`src/rtl/param_reg_file_pkg.sv`:
```
// Shared types and default parameter values for the parameterised register file.
package param_reg_file_pkg;

  typedef enum logic {
    RF_IDLE  = 1'b0,
    RF_CLEAR = 1'b1
  } rf_state_t;

  localparam int DEF_DATA_W      = 8;
  localparam int DEF_ADDR_W      = 3;
  localparam int DEF_HARDWIRE_R0 = 0;
  localparam int DEF_BYPASS      = 1;

endpackage

```
`src/rtl/rf_clear_fsm.sv`:
```
// Clear-sweep controller: walks every register index once, writing zero, then returns to idle.
module rf_clear_fsm
  import param_reg_file_pkg::*;
#(
  parameter int ADDR_W = DEF_ADDR_W
) (
  input  logic              clk,
  input  logic              i_reset,
  input  logic              i_clear_req,
  output logic              o_state_dbg,
  output logic              o_busy,
  output logic              o_clr_we,
  output logic [ADDR_W-1:0] o_clr_idx
);

  rf_state_t         r_state;
  rf_state_t         w_state_nxt;
  logic [ADDR_W-1:0] r_clr_idx;
  logic [ADDR_W-1:0] w_clr_idx_nxt;

  always_ff @(posedge clk) begin
    if (i_reset) begin
      r_state   <= RF_CLEAR;
      r_clr_idx <= '0;
    end else begin
      r_state   <= w_state_nxt;
      r_clr_idx <= w_clr_idx_nxt;
    end
  end

  // clear_req is only honoured from idle, so a running sweep never restarts or stretches.
  always_comb begin
    w_state_nxt   = r_state;
    w_clr_idx_nxt = r_clr_idx;
    case (r_state)
      RF_IDLE: begin
        if (i_clear_req) begin
          w_state_nxt   = RF_CLEAR;
          w_clr_idx_nxt = '0;
        end
      end
      RF_CLEAR: begin
        w_clr_idx_nxt = r_clr_idx + ADDR_W'(1);
        if (r_clr_idx == {ADDR_W{1'b1}}) begin
          w_state_nxt = RF_IDLE;
        end
      end
      default: w_state_nxt = RF_IDLE;
    endcase
  end

  assign o_state_dbg = r_state;
  assign o_busy      = i_reset | (r_state == RF_CLEAR);
  assign o_clr_we    = (r_state == RF_CLEAR);
  assign o_clr_idx   = r_clr_idx;

endmodule

```
`src/rtl/param_reg_file.sv`:
```
// Two-read, one-write register file with optional write-through bypass, hardwired r0
// and a self-timed clear sweep used both after reset and on clear_req.
module param_reg_file
  import param_reg_file_pkg::*;
#(
  parameter int DATA_W      = DEF_DATA_W,
  parameter int ADDR_W      = DEF_ADDR_W,
  parameter int HARDWIRE_R0 = DEF_HARDWIRE_R0,
  parameter int BYPASS      = DEF_BYPASS
) (
  input  logic              clk,
  input  logic              reset,
  input  logic [ADDR_W-1:0] read_reg1,
  input  logic [ADDR_W-1:0] read_reg2,
  output logic [DATA_W-1:0] read_data1,
  output logic [DATA_W-1:0] read_data2,
  input  logic              write_en,
  input  logic [ADDR_W-1:0] write_reg,
  input  logic [DATA_W-1:0] write_data,
  input  logic              clear_req,
  output logic              busy,
  output logic              write_drop
);

  localparam int DEPTH = 2 ** ADDR_W;

  logic [DATA_W-1:0] r_regs [DEPTH];
  logic              r_write_drop;
  logic              w_state_dbg;
  logic              w_busy;
  logic              w_clr_we;
  logic [ADDR_W-1:0] w_clr_idx;
  logic              w_wr_r0_blocked;
  logic              w_wr_commit;
  logic              w_fwd1;
  logic              w_fwd2;

  rf_clear_fsm #(
    .ADDR_W(ADDR_W)
  ) u_clear_fsm (
    .clk        (clk),
    .i_reset    (reset),
    .i_clear_req(clear_req),
    .o_state_dbg(w_state_dbg),
    .o_busy     (w_busy),
    .o_clr_we   (w_clr_we),
    .o_clr_idx  (w_clr_idx)
  );

  // A write aimed at a hardwired r0 is not a real write, so it neither commits nor counts as dropped.
  assign w_wr_r0_blocked = (HARDWIRE_R0 != 0) && (write_reg == '0);
  assign w_wr_commit     = write_en & ~w_busy & ~w_wr_r0_blocked;

  always_ff @(posedge clk) begin
    if (w_clr_we) begin
      r_regs[w_clr_idx] <= '0;
    end else if (w_wr_commit) begin
      r_regs[write_reg] <= write_data;
    end
  end

  always_ff @(posedge clk) begin
    if (reset) begin
      r_write_drop <= 1'b0;
    end else if (w_clr_we && write_en && !w_wr_r0_blocked) begin
      r_write_drop <= 1'b1;
    end
  end

  assign w_fwd1 = (BYPASS != 0) && write_en && (write_reg == read_reg1);
  assign w_fwd2 = (BYPASS != 0) && write_en && (write_reg == read_reg2);

  always_comb begin
    read_data1 = '0;
    if (!w_busy && !((HARDWIRE_R0 != 0) && (read_reg1 == '0))) begin
      read_data1 = w_fwd1 ? write_data : r_regs[read_reg1];
    end
  end

  always_comb begin
    read_data2 = '0;
    if (!w_busy && !((HARDWIRE_R0 != 0) && (read_reg2 == '0))) begin
      read_data2 = w_fwd2 ? write_data : r_regs[read_reg2];
    end
  end

  assign busy       = w_busy;
  assign write_drop = r_write_drop;

endmodule

```
`config.mk`:
```
export PLATFORM = sky130hd
export DESIGN_NAME = param_reg_file
export DESIGN_NICKNAME = d
export VERILOG_FILES = /design/src/rtl/param_reg_file_pkg.sv /design/src/rtl/rf_clear_fsm.sv /design/src/rtl/param_reg_file.sv
export SDC_FILE = /design/constraint.sdc
export NUM_CORES = 1
export LEC_CHECK = 0
export BUFFER_PORTS_ARGS = -buffer_cell sky130_fd_sc_hd__buf_4
export CAP_MARGIN = 20
export CORE_MARGIN = 2
export CORE_UTILIZATION = 63
export DETAILED_ROUTE_END_ITERATION = 7
export HOLD_SLACK_MARGIN = 0.03
export PLACE_DENSITY = 0.82
export SETUP_SLACK_MARGIN = 0.15
export SLEW_MARGIN = 20
export SYNTH_ARGS = -nofsm -noshare
export SYNTH_HDL_FRONTEND = slang
export SYNTH_HIERARCHICAL = 1
export SYNTH_SLANG_ARGS = --single-unit
```
`constraint.sdc`:
```
create_clock -name clk -period 6.4 [get_ports clk]
set_clock_uncertainty 0.1 [all_clocks]
set_input_delay 0.32 -clock clk [delete_from_list [all_inputs] [get_ports clk]]
set_output_delay 0.32 -clock clk [all_outputs]
set_load 0.02 [all_outputs]
```
==> flow_summary.json <==
{
  "power.leakage_nw": 1.64,
  "grt_pass1_wl_mm": 12.2,
  "drcViolationCount": 0,
  "track_usage": 0.275,
  "maxUsedRoutingLayer": "met4",
  "initial_core_util": 0.661,
  "holdPathStages": 2,
  "power_mw": 0.950,
  "cts_root_buf": "clkbuf_8",
  "io_pins": 39,
  "syn2layout_area_growth_pct": 11.8,
  "cts-resized-gates": 0,
  "startpoint_type": "register",
  "die-area_um2": 6470,
  "antenna_found_initial": 0,
  "power.density_nw_per_um2": 231,
  "drt_first_iter_violations": 281,
  "crit_path_end_kind": "register",
  "r2r-start": "u_clear_fsm/o_clr_we$_SDFF_PP1_",
  "rows": 27,
  "ant_nets": 0,
  "final-max-slew-violation-count": 0,
  "dieWidth_um": 80.5,
  "ff2ff_path_depth": 4,
  "syn_avg_cell_area_um2": 16.8,
  "dp_hpwl_mm": 5.47,
  "chipHeight_um": 80.5,
  "max_freq_mhz": 318,
  "cp_max_fo": 18,
  "antenna_cells": 0,
  "holdBufCountCts": 0,
  "cts_tree": "built",
  "core-area_um2": 5570,
  "grt_start_max_net_pins": 19,
  "routabilityCongestion": 0.825,
  "rsz0062_at_grt": "false",
  "clock_path_buffers": 2,
  "via_per_inst": 6.81,
  "cts_buffers": 9,
  "post_cts_buffers": 0,
  "drt-met1-wl_mm": 2.99,
  "clk_latency_ns": 0.34,
  "tightestPinTransition_ns": 0.793,
  "hold_class": "input pin to register",
  "met3_length_um": 722,
  "cts_max_level": 3,
  "hp-start": "reset",
  "synth_nets": 242,
  "syn_inst": 219,
  "min_period_ns": 3.14,
  "wl_per_cell_um": 24.4,
  "clk_pin_slew_ns": 0.07,
  "finalSetupViolCount": 0,
  "irDropWorstVdd_mv": 0.209,
  "drive_above_1_share": 0.241,
  "grt_overflow": 0,
  "fin_setup_tns_ns": 0,
  "worstHoldEndpoint": "u_clear_fsm/o_clr_idx[2]$_SDFFE_PP0P_",
  "maxSlewHeadroom": 0.469,
  "fin_crit_sh": 0.491,
  "setup.worst_path.class": "register to register",
  "crit_arrival_ns": 3.01,
  "fin_cells": 329,
  "wl_mm": 8.04,
  "grt_pass1_vias": 2095,
  "vias": 2240,
  "wl_met2_mm": 4.14,
  "cts_num_sinks": 69,
  "nets": 276,
  "cp.required_ns": 6.27,
  "drv_cap": 0,
  "yosysWarnings": 6,
  "setup_ws_ns": 3.26,
  "place.port_buffers": 38,
  "drt-pass1-iter-count": 5,
  "pre_cts_ws_ns": 3.30,
  "dp.cells": 314,
  "hold_viol": 0,
  "status": "finished clean",
  "timing.rr.end": "r_regs[3][7]$_DFFE_PP_",
  "r2r_slack_ns": 3.26,
  "synth_area_um2": 3680
}
[metrics by stage]
stage / area (um^2) / utilization / hold WS, ns
6_report: 4120 / 0.739 / 0.0788
5_1_grt: 4120 / 0.739 / 0.0738
4_1_cts: 4120 / 0.739 / 0.0602
3_5_place_dp: 3930 / 0.705 / 0.386
3_3_place_gp: 3930 / 0.705 / 0.386
2_1_floorplan: 3680 / - / 0.289
[worst max-delay path: stages (launching register included)]
cell and delay [ns]:
dfxtp_1 0.44, or2_2 0.53, nor3b_2 0.66, mux2_2 0.45, nor2_1 0.60
[power by group]
part	switching (mW)	total, mW	internal (mW)
Clock	0.160	0.336	0.177
Sequential	0.00901	0.516	0.507
Combinational	0.0509	0.0973	0.0464
Total	0.220	0.950	0.730
[how the worst max path moves through the flow]
| stage | start | endpoint | slack, ns |
|---|---|---|---|
| global placement | u_clear_fsm/o_clr_we$_SDFF_PP1_ | r_regs[3][6]$_DFFE_PP_ | 3.37 |
| finish | u_clear_fsm/o_clr_we$_SDFF_PP1_ | r_regs[3][7]$_DFFE_PP_ | 3.26 |
| CTS | u_clear_fsm/o_clr_we$_SDFF_PP1_ | r_regs[1][2]$_DFFE_PP_ | 3.28 |
| detailed placement | u_clear_fsm/o_clr_we$_SDFF_PP1_ | r_regs[1][1]$_DFFE_PP_ | 3.30 |
| floorplan | u_clear_fsm/o_clr_we$_SDFF_PP1_ | r_regs[0][0]$_DFFE_PP_ | 3.90 |
| global route | u_clear_fsm/o_clr_we$_SDFF_PP1_ | r_regs[2][4]$_DFFE_PP_ | 3.02 |
[routing by layer]
layer / vias to the layer above / track usage
li1: 976 / -
met1: 1108 / 0.356
met2: 137 / 0.453
met3: 19 / 0.0607
met4: 0 / 0.115
met5: - / 0
[flip-flops by register name (all words and copies together), names as in the netlist]
name	cells
u_clear_fsm/o_clr_idx	3
r_regs	64
write_drop	1
u_clear_fsm/o_clr_we	1
[area by class of cell]
cell class	count	area (um^2)
flip-flops and latches	69	2020
multi-input cells	133	1520
fillers	356	1460
repair buffers	38	285
clock buffers	9	124
well taps	72	90.1
clock inverters	6	65.1
inverters	2	7.51
[layout by cell type (no fill, tap or decap), types with 2 or more instances in the layout]
| master | n |
|---|---|
| dfxtp_1 | 5 |
| nand4_2 | 2 |
| nand2_1 | 4 |
| a211oi_1 | 16 |
| mux4_1 | 28 |
| or3b_1 | 2 |
| or2_2 | 2 |
| a21oi_1 | 4 |
| mux2i_1 | 17 |
| buf_4 | 38 |
| inv_1 | 2 |
| and2_1 | 8 |
| nor2_1 | 26 |
| clkinvlp_4 | 3 |
| edfxtp_1 | 64 |
| xnor2_1 | 6 |
| ha_1 | 2 |
| mux4_2 | 4 |
| a31oi_1 | 2 |
| clkbuf_8 | 9 |
No activity file was read; power rests on OpenSTA's default activity.
